<file path="src/rtl/boot_pkg.sv">
// Shared constants and FSM state encoding for the UART boot loader.
package boot_pkg;

  localparam logic [7:0] SYNC_BYTE = 8'hA5;
  localparam logic [7:0] ACK_BYTE  = 8'h06;
  localparam logic [7:0] NAK_BYTE  = 8'h15;

  typedef enum logic [2:0] {
    IDLE,
    LEN,
    DATA,
    CSUM,
    RUN
  } boot_state_t;

  function automatic logic is_busy(boot_state_t s);
    return (s == LEN) || (s == DATA) || (s == CSUM);
  endfunction

endpackage

</file>
<file path="src/rtl/boot_word_assembler.sv">
// Collects bytes MSB-first into an INSTR_W word; word_done flags the byte completing a word.
module boot_word_assembler
  import boot_pkg::*;
#(
  parameter int INSTR_W = 16
) (
  input  logic               clk,
  input  logic               rst,
  input  logic               clr,
  input  logic [7:0]         byte_in,
  input  logic               byte_valid,
  output logic               word_done,
  output logic [INSTR_W-1:0] word
);

  localparam int BYTES = INSTR_W / 8;
  localparam int CNT_W = (BYTES > 1) ? $clog2(BYTES) : 1;

  logic [CNT_W-1:0] byte_cnt_reg;

  assign word_done = byte_valid && (byte_cnt_reg == CNT_W'(BYTES - 1));

  always_ff @(posedge clk or negedge rst) begin
    if (!rst) begin
      byte_cnt_reg <= '0;
    end else if (clr) begin
      byte_cnt_reg <= '0;
    end else if (byte_valid) begin
      byte_cnt_reg <= word_done ? '0 : byte_cnt_reg + 1'b1;
    end
  end

  // word exposes the completed word combinationally so the top can register it with the strobe
  generate
    if (BYTES > 1) begin : g_shift
      logic [INSTR_W-9:0] shift_reg;

      always_ff @(posedge clk or negedge rst) begin
        if (!rst) begin
          shift_reg <= '0;
        end else if (clr) begin
          shift_reg <= '0;
        end else if (byte_valid) begin
          shift_reg <= (INSTR_W-8)'({shift_reg, byte_in});
        end
      end

      assign word = {shift_reg, byte_in};
    end else begin : g_single
      assign word = byte_in;
    end
  endgenerate

endmodule

</file>
<file path="src/rtl/uart_boot_loader.sv">
// Framed UART program loader: SYNC, LEN, data words, CSUM; releases the CPU on a valid image.
// Optional BOOT_ACK_EN adds tx_data/tx_valid reporting ACK/NAK after each frame decision.
module uart_boot_loader
  import boot_pkg::*;
#(
  parameter int INSTR_W        = 16,
  parameter int ADDR_W         = 8,
  parameter int TIMEOUT_CYCLES = 1000000
) (
  input  logic               clk,
  input  logic               rst,
  input  logic [7:0]         rx_data,
  input  logic               rx_valid,
  input  logic               reload,
  output logic               imem_we,
  output logic [ADDR_W-1:0]  imem_addr,
  output logic [INSTR_W-1:0] imem_wdata,
  output logic               cpu_halt,
  output logic               load_busy,
  output logic               load_err,
`ifdef BOOT_ACK_EN
  output logic [7:0]         tx_data,
  output logic               tx_valid,
`endif
  output logic [ADDR_W-1:0]  words_loaded
);

  localparam int TMO_W = $clog2(TIMEOUT_CYCLES + 1);

  boot_state_t        state_reg;
  logic [7:0]         len_reg;
  logic [7:0]         word_cnt_reg;
  logic [7:0]         sum_reg;
  logic [TMO_W-1:0]   tmo_reg;

  logic               byte_take;
  logic               asm_clr;
  logic               asm_valid;
  logic               asm_done;
  logic [INSTR_W-1:0] asm_word;
  logic               tmo_hit;

  // reload outranks a coincident byte, which is simply dropped
  assign byte_take = rx_valid && !reload;
  assign asm_clr   = byte_take && (state_reg == IDLE) && (rx_data == SYNC_BYTE);
  assign asm_valid = byte_take && (state_reg == DATA);
  assign tmo_hit   = (tmo_reg == TMO_W'(TIMEOUT_CYCLES));

  boot_word_assembler #(
    .INSTR_W(INSTR_W)
  ) u_asm (
    .clk       (clk),
    .rst       (rst),
    .clr       (asm_clr),
    .byte_in   (rx_data),
    .byte_valid(asm_valid),
    .word_done (asm_done),
    .word      (asm_word)
  );

  always_ff @(posedge clk or negedge rst) begin
    if (!rst) begin
      state_reg    <= IDLE;
      len_reg      <= '0;
      word_cnt_reg <= '0;
      sum_reg      <= '0;
      tmo_reg      <= '0;
      imem_we      <= 1'b0;
      imem_addr    <= '0;
      imem_wdata   <= '0;
      cpu_halt     <= 1'b1;
      load_busy    <= 1'b0;
      load_err     <= 1'b0;
      words_loaded <= '0;
`ifdef BOOT_ACK_EN
      tx_data      <= '0;
      tx_valid     <= 1'b0;
`endif
    end else begin
      imem_we <= asm_done;
      if (asm_done) begin
        imem_wdata <= asm_word;
      end
      if (imem_we) begin
        imem_addr <= imem_addr + 1'b1;
      end
`ifdef BOOT_ACK_EN
      tx_valid <= 1'b0;
`endif

      case (state_reg)
        IDLE: begin
          if (asm_clr) begin
            state_reg    <= LEN;
            load_busy    <= 1'b1;
            load_err     <= 1'b0;
            sum_reg      <= '0;
            imem_addr    <= '0;
            word_cnt_reg <= '0;
            tmo_reg      <= '0;
          end
        end

        RUN: begin
          if (reload) begin
            state_reg <= IDLE;
            cpu_halt  <= 1'b1;
          end
        end

        default: begin
          if (reload) begin
            state_reg <= IDLE;
            load_busy <= 1'b0;
            tmo_reg   <= '0;
          end else if (rx_valid) begin
            tmo_reg <= '0;
            case (state_reg)
              LEN: begin
                len_reg   <= rx_data;
                state_reg <= (rx_data == 8'd0) ? CSUM : DATA;
              end
              DATA: begin
                sum_reg <= sum_reg + rx_data;
                if (asm_done) begin
                  word_cnt_reg <= word_cnt_reg + 1'b1;
                  if (word_cnt_reg == len_reg - 8'd1) begin
                    state_reg <= CSUM;
                  end
                end
              end
              CSUM: begin
                load_busy <= 1'b0;
                if (rx_data == sum_reg) begin
                  state_reg    <= RUN;
                  cpu_halt     <= 1'b0;
                  words_loaded <= ADDR_W'(len_reg);
                end else begin
                  state_reg <= IDLE;
                  load_err  <= 1'b1;
                end
`ifdef BOOT_ACK_EN
                tx_valid <= 1'b1;
                tx_data  <= (rx_data == sum_reg) ? ACK_BYTE : NAK_BYTE;
`endif
              end
              default: ;
            endcase
          end else if (tmo_hit) begin
            state_reg <= IDLE;
            load_busy <= 1'b0;
            load_err  <= 1'b1;
            tmo_reg   <= '0;
`ifdef BOOT_ACK_EN
            tx_valid <= 1'b1;
            tx_data  <= NAK_BYTE;
`endif
          end else if (is_busy(state_reg)) begin
            tmo_reg <= tmo_reg + 1'b1;
          end
        end
      endcase
    end
  end

endmodule

</file>
<file path="config.mk">
export PLATFORM = sky130hd
export DESIGN_NAME = uart_boot_loader
export DESIGN_NICKNAME = d
export VERILOG_FILES = /design/src/rtl/boot_pkg.sv /design/src/rtl/boot_word_assembler.sv /design/src/rtl/uart_boot_loader.sv
export SDC_FILE = /design/constraint.sdc
export NUM_CORES = 1
export LEC_CHECK = 0
export BUFFER_PORTS_ARGS = -buffer_cell sky130_fd_sc_hd__buf_4
export CORE_UTILIZATION = 55
export CTS_CLUSTER_SIZE = 40
export DETAILED_ROUTE_END_ITERATION = 8
export GPL_ROUTABILITY_DRIVEN = 0
export GPL_TIMING_DRIVEN = 0
export PLACE_DENSITY = 0.8
export SYNTH_ARGS = -nofsm -noshare
export SYNTH_HDL_FRONTEND = slang
export SYNTH_HIERARCHICAL = 1
export SYNTH_SLANG_ARGS = --single-unit
export TNS_END_PERCENT = 10
</file>
<file path="constraint.sdc">
create_clock -name clk -period 3.8 [get_ports clk]
set_clock_uncertainty 0.05 [all_clocks]
set_input_delay 0.38 -clock clk [delete_from_list [all_inputs] [get_ports clk]]
set_output_delay 0.38 -clock clk [all_outputs]
set_load 0.02 [all_outputs]
</file>
After elaboration in Yosys (flattened, before gate mapping)
Index checks and enable logic that the tools add are counted.
{"block": "word_totals", "out_inout_bits": 36, "input_bits": 12, "reg_bits": 92, "elab_cells": 126}
{"block": "classes", "add_sub_neg": 6, "reduce_logical": 30, "n_eq_ne": 18, "muxes": 54, "bitwise": 4}
{"cell": "two-way mux 8 bit", "n": 13}
{"cell": "two-way mux 20 bit", "n": 5}
{"cell": "one-hot mux 20 bit (2 select lines)", "n": 1}
{"cell": "one-hot mux 8 bit (2 select lines)", "n": 2}
{"cell": "two-way mux 3 bit", "n": 8}
{"cell": "AND reduction 6 bit", "n": 4}
{"cell": "adder 20 x 1 -> 20 bit, second input constant", "n": 1}
{"cell": "equality test 20 bit, second input constant", "n": 1}
{"cell": "two-way mux 1 bit", "n": 20}
{"cell": "adder 8 x 1 -> 8 bit, second input constant", "n": 2}
{"cell": "equality test 8 bit", "n": 2}
{"cell": "nonzero test 2 bit", "n": 7}
{"cell": "!= test 5 bit, second input constant", "n": 2}
{"cell": "AND reduction 5 bit", "n": 2}
{"cell": "one-hot mux 3 bit (3 select lines)", "n": 1}
{"cell": "adder 8 bit", "n": 1}
{"cell": "equality test 8 bit, second input constant", "n": 1}
{"cell": "zero test 8 bit", "n": 1}
{"cell": "AND reduction 4 bit", "n": 2}
{"cell": "subtractor 8 x 1 -> 8 bit, second input constant", "n": 1}
{"cell": "equality test 3 x 2 -> 1 bit, second input constant", "n": 2}
{"cell": "!= test 6 x 1 -> 1 bit, second input constant", "n": 1}
{"cell": "one-hot mux 1 bit (2 select lines)", "n": 3}
{"cell": "one-hot mux 3 bit (2 select lines)", "n": 1}
{"cell": "other kinds (18)", "n": 28}

Logic depth before layout (Yosys ltp)
Gate-level depths: netlist of the first run.
{"block": "depth", "depth_word": 9, "ltp_mapped": 12}

Modules after synthesis
Netlist of the first run, hierarchy kept.
{"module": "uart_boot_loader", "area_per_inst_um2": 4312.9, "seq_area_each_um2": 2078.2, "n_inst": 1, "cells_per_inst": 418}
{"module": "boot_word_assembler", "area_per_inst_um2": 430.4, "seq_area_each_um2": 225.2, "n_inst": 1, "cells_per_inst": 38}

Worst setup path before layout of the first run
OpenSTA, ideal clock, no wires.
{"block": "synth_timing", "path_type": "flip-flop to flip-flop", "from": "reg state_reg[1]", "to": "reg len_reg[0]", "setup_time_ns": 0.125, "stages_incl_launch_ff": 13, "arrival_ns": 2.921, "path_slack_ns": 0.704, "required_ns": 3.625, "path_cell_list": "dfrtp_1 > buf_1 > nor2b_1 > nand3_1 > inv_1 > buf_6 > and2_2 > clkbuf_1 > o22ai_1 > a22oi_1 > o221a_2 > nand4_2 > mux2_2"}
{"block": "synth_via", "elab_chain_cells": 4}
{"element": "start: declaration", "line_no": "uart_boot_loader.sv:30", "text": "boot_state_t state_reg;"}
{"element": "start signal: assignment", "line_no": "uart_boot_loader.sv:121", "text": "state_reg <= (rx_data == 8'd0) ? CSUM : DATA;"}
{"element": "equality test 3 bit or zero test 3 bit (tied branches)", "line_no": "uart_boot_loader.sv:91", "text": "case (state_reg)"}
{"element": "OR reduction 2 bit (no line)"}
{"element": "NOT 1 bit (no line)"}
{"element": "AND reduction 4 bit (no line) *"}
{"element": "end signal: assignment", "line_no": "uart_boot_loader.sv:120", "text": "len_reg <= rx_data;"}
{"element": "end: declaration", "line_no": "uart_boot_loader.sv:31", "text": "logic [7:0] len_reg;"}
Every way passes the cells marked *; elsewhere a longest branch is shown, timed or not.
A chain may end at the register's enable or synchronous reset.

Final worst setup path of the first run
{"block": "layout_timing", "from": "reg state_reg[0]", "to": "reg len_reg[3]"}
Same word-level chain as after synthesis.

==> results.cfg, run 1 <==
[run_status]
outcome = finished, final reports clean

[synth]
synth_edf_count = 0
asyncSetResetFlopFracSynth = 1.00
synthesis.area_um2 = 4740
postSynthAreaPerCell_um2 = 10.4
synthFlopType = sky130_fd_sc_hd__dfrtp_1
synthesis.instances = 456
synth_sequential_area_ratio = 0.486
yosys_warnings = 6
synth.lib_cells_used.distinct = 59
synth_fp_nets = 481
ys_seq_elements = 92

[clock_tree]
cts.sink_count = 92
cts_setup_buffers = 0
clock_latency_ns = 0.37
cts.root.buffer_cell = sky130_fd_sc_hd__clkbuf_8
clockBufferDepth = 2
cts.repair.resized = 0
tritoncts_clock_tree = built
cts.clk_slew.worst_paths_ns = 0.10
h_tree_lvl_count = 3
numCtsBuffers = 9

[run]
number_of_maximum_capacitance_violations = 0

[sta]
hold_viol = 0
final_period_minus_worst_setup_slack_ns = 3.43
fmax_ghz = 0.292
finalMaxSlewViolations = 0
worstMarginPinSlew_ns = 1.23
grt_setup_unrepaired = no
setup_violations = 0
slew_headroom = 0.172
layout_worst_path_cycle_share = 0.903
fin_worst_hold_slack_ns = 0.169

[route]
finalWirelength_um = 10000
route.detailed.wl_per_inst_um = 16.1
drt-vias-per-instance = 5.80
drt_iter0_markers = 238
detail_route.drc_violations = 0
wl_met1_um = 4460
wire_length_on_met2_um = 4750
first_pass_iters = 5
uppermost_layer_routed = met4
wl_met3_um = 644
detail-route-antenna-nets = 0
detailroute.via_count = 3605

[die]
die_w_um = 94.9
die_height_um = 94.9
floorplan.die_area_um2 = 9000
initial_utilization = 0.572
core_area_um2 = 8300
placementRows = 33
io_pins = 48

[worst_setup_path]
crit_start = state_reg[0]
cp-end-kind = flip-flop
r2r-start = state_reg[0]
setup.worst_path.end = len_reg[3]
reg2reg_path_depth = 11
cp_max_fo = 11
worst-endpoint-arrival_ns = 3.63
worst_endpoint_required_time_ns = 4.00
path_class = reg -> reg
crit_path_launch_type = flip-flop
regToRegEndpoint = len_reg[3]
setup.reg_to_reg.worst_slack_ns = 0.37

[cells_and_area]
final_core_util = 0.651
nFillCells = 665
nets = 537
synthToLayoutAreaGrowth_pct = 13.9
multi_input_comb_area_um2 = 2250
mostFrequentLayoutCell = sky130_fd_sc_hd__dfrtp_1
n_antenna_cell = 0
largest_register_ff_count = 20
drive_gt1_frac = 0.228
final-seq-area_um2 = 2300
most_used_cells_in_the_layout_excluding_fill_and_tap_cells = 91 x sky130_fd_sc_hd__dfrtp_1, 57 x sky130_fd_sc_hd__nor2_1, 55 x sky130_fd_sc_hd__buf_4

[global_routing]
first_global_vias = 3504
gr-total-overflow = 0
antenna_found_initial = 0
maximum_number_of_pins_on_one_net_before_global_route_repair = 93
grt.total_usage = 0.239
grt_first_pass_wirelength_um = 16500

[power]
power.switching_fraction = 0.388
comb_power_share = 0.373
power_switching_mw = 1.28
p_int_mw = 2.01
vdd_drop_max_uv = 385
pwr_density_cell_nw_per_um2 = 609
p_seq_frac = 0.437
p_clk_frac = 0.190
p_leak_nw = 2.44

[placed_design]
detailed_place_hpwl_um = 7060
portBuffers = 47

[hold_path]
worst_hold_path_type = in -> async
-- worst min path at each step --
stage,to,start,slack [ns],cells past startpoint
after floorplan,imem_addr[0],rst,0.03,0
after global placement,tmo_reg[19],tmo_reg[19],0.42,1
after detailed placement,tmo_reg[19],tmo_reg[19],0.43,1
after CTS,tmo_reg[10],rst,0.23,1
after global routing,len_reg[6],rx_data[6],0.26,2
final,tmo_reg[2],rst,0.17,1
-- power groups by stage --
| stage | clock, mW | sequential [mW] | combinational [mW] |
|---|---|---|---|
| final | 0.626 | 1.44 | 1.23 |
| after global routing | 0.665 | 1.47 | 1.36 |
| after CTS | 0.629 | 1.43 | 1.24 |
| after detailed placement | 0 | 1.44 | 1.23 |
| after global placement | 0 | 1.43 | 1.18 |
| after floorplan | 0 | 1.52 | 0.740 |
-- critical path, cell delays in order (launching register included) --
cell	delay, ns
sky130_fd_sc_hd__dfrtp_1	0.39
sky130_fd_sc_hd__clkbuf_1	0.25
sky130_fd_sc_hd__nor2_1	0.28
sky130_fd_sc_hd__nand3_1	0.32
sky130_fd_sc_hd__inv_1	0.24
sky130_fd_sc_hd__buf_6	0.19
sky130_fd_sc_hd__and2_2	0.33
sky130_fd_sc_hd__o22ai_1	0.13
sky130_fd_sc_hd__a22oi_1	0.18
sky130_fd_sc_hd__o221a_2	0.31
sky130_fd_sc_hd__nand4_2	0.27
sky130_fd_sc_hd__mux2_2	0.37
-- cell families (layout without fill, tap and decap cells) --
kind of cell,after synthesis,after routing,synth area share
simple gates,165,165,0.175
flops,92,92,0.486
buf+inv,40,101,0.0398
fa+ha+maj,13,13,0.0359
xor+xnor,42,42,0.0776
mux,44,44,0.101
compound gates,60,60,0.0849
-- Yosys cell counts (3+ instances only) --
master	count	area share
sky130_fd_sc_hd__dfrtp_1	91	0.48
sky130_fd_sc_hd__mux2_2	32	0.076
sky130_fd_sc_hd__o31ai_1	5	0.0079
sky130_fd_sc_hd__and3_1	4	0.0053
sky130_fd_sc_hd__and4_1	3	0.0055
sky130_fd_sc_hd__buf_1	3	0.0024
sky130_fd_sc_hd__o21ai_0	19	0.020
sky130_fd_sc_hd__ha_1	12	0.032
sky130_fd_sc_hd__clkbuf_1	10	0.0079
sky130_fd_sc_hd__nand2_1	28	0.022
sky130_fd_sc_hd__inv_1	17	0.013
sky130_fd_sc_hd__a21o_1	3	0.0047
sky130_fd_sc_hd__buf_4	8	0.013
sky130_fd_sc_hd__nand3_1	16	0.017
sky130_fd_sc_hd__nor2b_1	7	0.0092
sky130_fd_sc_hd__mux2i_1	12	0.025
sky130_fd_sc_hd__nand4_1	13	0.017
sky130_fd_sc_hd__nor3_1	8	0.0084
sky130_fd_sc_hd__a31oi_1	4	0.0053
sky130_fd_sc_hd__nor4_1	7	0.0092
sky130_fd_sc_hd__xnor2_1	19	0.035
sky130_fd_sc_hd__and2_1	4	0.0053
sky130_fd_sc_hd__a21oi_1	10	0.011
sky130_fd_sc_hd__nor2_1	57	0.045
sky130_fd_sc_hd__xor2_1	23	0.042
-- what timing repair did --
| item | in CTS | in global routing |
|---|---|---|
| endpoints found under the setup margin | 7 | 7 |
| hold endpoints to repair | 0 | 0 |
| hold buffers | 0 | 0 |
-- final cells by class --
class,instances,share of cell area
flip-flops and latches,92,0.426
multi-input cells,324,0.417
repair buffers,47,0.0653
well taps,105,0.0243
clock buffers,9,0.0229
plain buffers,21,0.0218
inverters,17,0.0118
clock inverters,7,0.0109
-- stage by stage --
step / std cells / worst slack (ns) / setup TNS [ns] / area, um^2 / power, mW
floorplan: 456 / 0.704 / 0 / 4740 / 2.26
global placement: 608 / 0.0332 / 0 / 5230 / 2.61
detailed placement: 608 / -0.0284 / -0.158 / 5230 / 2.68
CTS: 623 / 0.278 / 0 / 5410 / 3.30
global route: 622 / 0.0966 / 0 / 5400 / 3.50
finish: 622 / 0.370 / 0 / 5400 / 3.29
-- per-layer routing --
metal  GRT usage  vias up
met5           0        -
met4      0.0985        0
met3      0.0556       15
met2       0.383      127
met1       0.313     1756
li1            -     1707
Power figures use the tool's default switching activity.
==> run 2, diff against run 1 <==
--- a/config.mk
+++ b/config.mk
@@ -5,13 +5,15 @@
 export SDC_FILE = /design/constraint.sdc
 export NUM_CORES = 1
 export LEC_CHECK = 0
-export BUFFER_PORTS_ARGS = -buffer_cell sky130_fd_sc_hd__buf_4
-export CORE_UTILIZATION = 55
+export BUFFER_PORTS_ARGS = -buffer_cell sky130_fd_sc_hd__buf_2
+export CELL_PAD_IN_SITES_DETAIL_PLACEMENT = 0
+export CELL_PAD_IN_SITES_GLOBAL_PLACEMENT = 1
+export CORE_UTILIZATION = 47
 export CTS_CLUSTER_SIZE = 40
 export DETAILED_ROUTE_END_ITERATION = 8
 export GPL_ROUTABILITY_DRIVEN = 0
 export GPL_TIMING_DRIVEN = 0
-export PLACE_DENSITY = 0.8
+export PLACE_DENSITY = 0.87
 export SYNTH_ARGS = -nofsm -noshare
 export SYNTH_HDL_FRONTEND = slang
 export SYNTH_HIERARCHICAL = 1
==> results.cfg, run 2 (same netlist as run 1, synthesis figures left out) <==
[run_status]
outcome = finished, final reports clean

[cells_and_area]
drive_gt1_frac = 0.229
largest_register_ff_count = 20
post-route-cell-area_um2 = 5360
nets = 539
nFillCells = 891
mostFrequentLayoutCell = sky130_fd_sc_hd__dfrtp_1
final-seq-area_um2 = 2300
n_antenna_cell = 0
multi_input_comb_area_um2 = 2250
final_core_util = 0.549
synthToLayoutAreaGrowth_pct = 13.1
most_used_cells_in_the_layout_excluding_fill_and_tap_cells = 91 x sky130_fd_sc_hd__dfrtp_1, 57 x sky130_fd_sc_hd__nor2_1, 47 x sky130_fd_sc_hd__buf_2

[route]
drt-vias-per-instance = 5.39
detail_route.drc_violations = 0
route.detailed.wl_per_inst_um = 15.3
first_pass_iters = 4
drt_iter0_markers = 128
finalWirelength_um = 9970
detailroute.via_count = 3514
detail-route-antenna-nets = 0

[sta]
finalMaxSlewViolations = 0
layout_worst_path_cycle_share = 0.912
fmax_ghz = 0.289
timing.final.ws_setup_ns = 0.334
setup_violations = 0
worstMarginPinSlew_ns = 1.25
slew_headroom = 0.161
grt_setup_unrepaired = no
hold_viol = 0
fin_worst_hold_slack_ns = 0.324
final_period_minus_worst_setup_slack_ns = 3.47

[worst_setup_path]
cp-end-kind = flip-flop
worst_endpoint_required_time_ns = 3.99
cp_max_fo = 11
path_class = reg -> reg
crit_path_launch_type = flip-flop
worst-endpoint-arrival_ns = 3.66

[clock_tree]
cts_setup_buffers = 0
cts.root.buffer_cell = sky130_fd_sc_hd__clkbuf_8
numCtsBuffers = 9
tritoncts_clock_tree = built
cts.repair.resized = 0
cts.clk_slew.worst_paths_ns = 0.10
cts.sink_count = 92
clock_latency_ns = 0.36
h_tree_lvl_count = 3
clockBufferDepth = 2

[hold_path]
worst_hold_path_type = in -> reg

[global_routing]
antenna_found_initial = 0
gr-total-overflow = 0
maximum_number_of_pins_on_one_net_before_global_route_repair = 52
grt_first_pass_wirelength_um = 16800
first_global_vias = 3437
grt.total_usage = 0.208

[power]
pwr_density_cell_nw_per_um2 = 598
p_clk_frac = 0.192
vdd_drop_max_uv = 311
power_switching_mw = 1.24
power.switching_fraction = 0.386
p_int_mw = 1.97
p_seq_frac = 0.447
comb_power_share = 0.361
p_leak_nw = 2.42

[placed_design]
dpl_cell_area_um2 = 5170
placement.setup.worst_slack_ns = -0.0697
detailed_place_hpwl_um = 7120
portBuffers = 47

[die]
io_pins = 48
placementRows = 36
core_area_um2 = 9770
die_height_um = 102
floorplan.die_area_um2 = 10500
initial_utilization = 0.485
die_w_um = 102

[run]
number_of_maximum_capacitance_violations = 0
==> run 2: cell count changes in the layout (fill, tap and decap cells not counted), sizes merged <==
cell,delta
inv,-2
clkinv,-2
buf,+1
clkbuf,+1
dlygate4sd3,+1
clkinvlp,+3
==> run 2: worst max-delay path, cell delays in order (launching register included) <==
cell	delay (ns)
sky130_fd_sc_hd__dfrtp_1	0.39
sky130_fd_sc_hd__clkbuf_1	0.25
sky130_fd_sc_hd__nor2_1	0.29
sky130_fd_sc_hd__nand3_1	0.34
sky130_fd_sc_hd__inv_1	0.28
sky130_fd_sc_hd__buf_6	0.20
sky130_fd_sc_hd__and2_2	0.33
sky130_fd_sc_hd__o22ai_1	0.13
sky130_fd_sc_hd__a22oi_1	0.15
sky130_fd_sc_hd__o221a_2	0.30
sky130_fd_sc_hd__nand4_2	0.27
sky130_fd_sc_hd__mux2_2	0.37
==> run 2: layout make-up <==
cell class | instances | share of cell area
Buffer | 21 | 0.0219
Inverter | 17 | 0.0119
Clock inverter | 6 | 0.00887
Timing Repair Buffer | 49 | 0.0513
Sequential cell | 92 | 0.430
Tap cell | 133 | 0.0310
Clock buffer | 10 | 0.0257
Multi-Input combinational cell | 324 | 0.420
==> run 2: final timing paths <==
kind | cells after the start | end | slack [ns] | startpoint
worst max-delay path | 11 | len_reg[0] | 0.33 | state_reg[0]
worst min-delay path | 2 | len_reg[3] | 0.32 | rx_data[3]
worst max register to register | 11 | len_reg[0] | 0.33 | state_reg[0]
worst min register to register | 2 | sum_reg[4] | 0.44 | sum_reg[4]
max in group asynchronous | 3 | cpu_halt | 2.52 | rst
min in group asynchronous | 2 | imem_wdata[13] | 0.51 | rst
==> run 2: power groups by stage <==
stage	registers (mW)	clock network [mW]	logic, mW
after floorplan	1.52	0	0.740
after global placement	1.42	0	1.13
after detailed placement	1.44	0	1.17
after CTS	1.42	0.628	1.18
after global routing	1.47	0.669	1.30
final	1.43	0.615	1.16
==> run 2: layer usage <==
layer | part of all wire | global-route usage | up-vias
met5 | 0 | 0 | -
met4 | 0.011 | 0.0813 | 0
met3 | 0.049 | 0.0342 | 10
met2 | 0.45 | 0.322 | 84
met1 | 0.49 | 0.294 | 1718
li1 | - | - | 1702
==> run 2: stage by stage <==
step / std cells / TNS, ns / power [mW]
after CTS: 653 / 0 / 3.23
after detailed placement: 637 / -0.415 / 2.61
after global placement: 636 / -0.156 / 2.55
after floorplan: 456 / 0 / 2.26
final: 652 / 0 / 3.21
after global routing: 652 / 0 / 3.44
==> run 2: what timing repair did <==
action                                 CTS  global route
hold buffers                             1             0
endpoints found under the hold margin   41             0
setup endpoints to repair                7             6
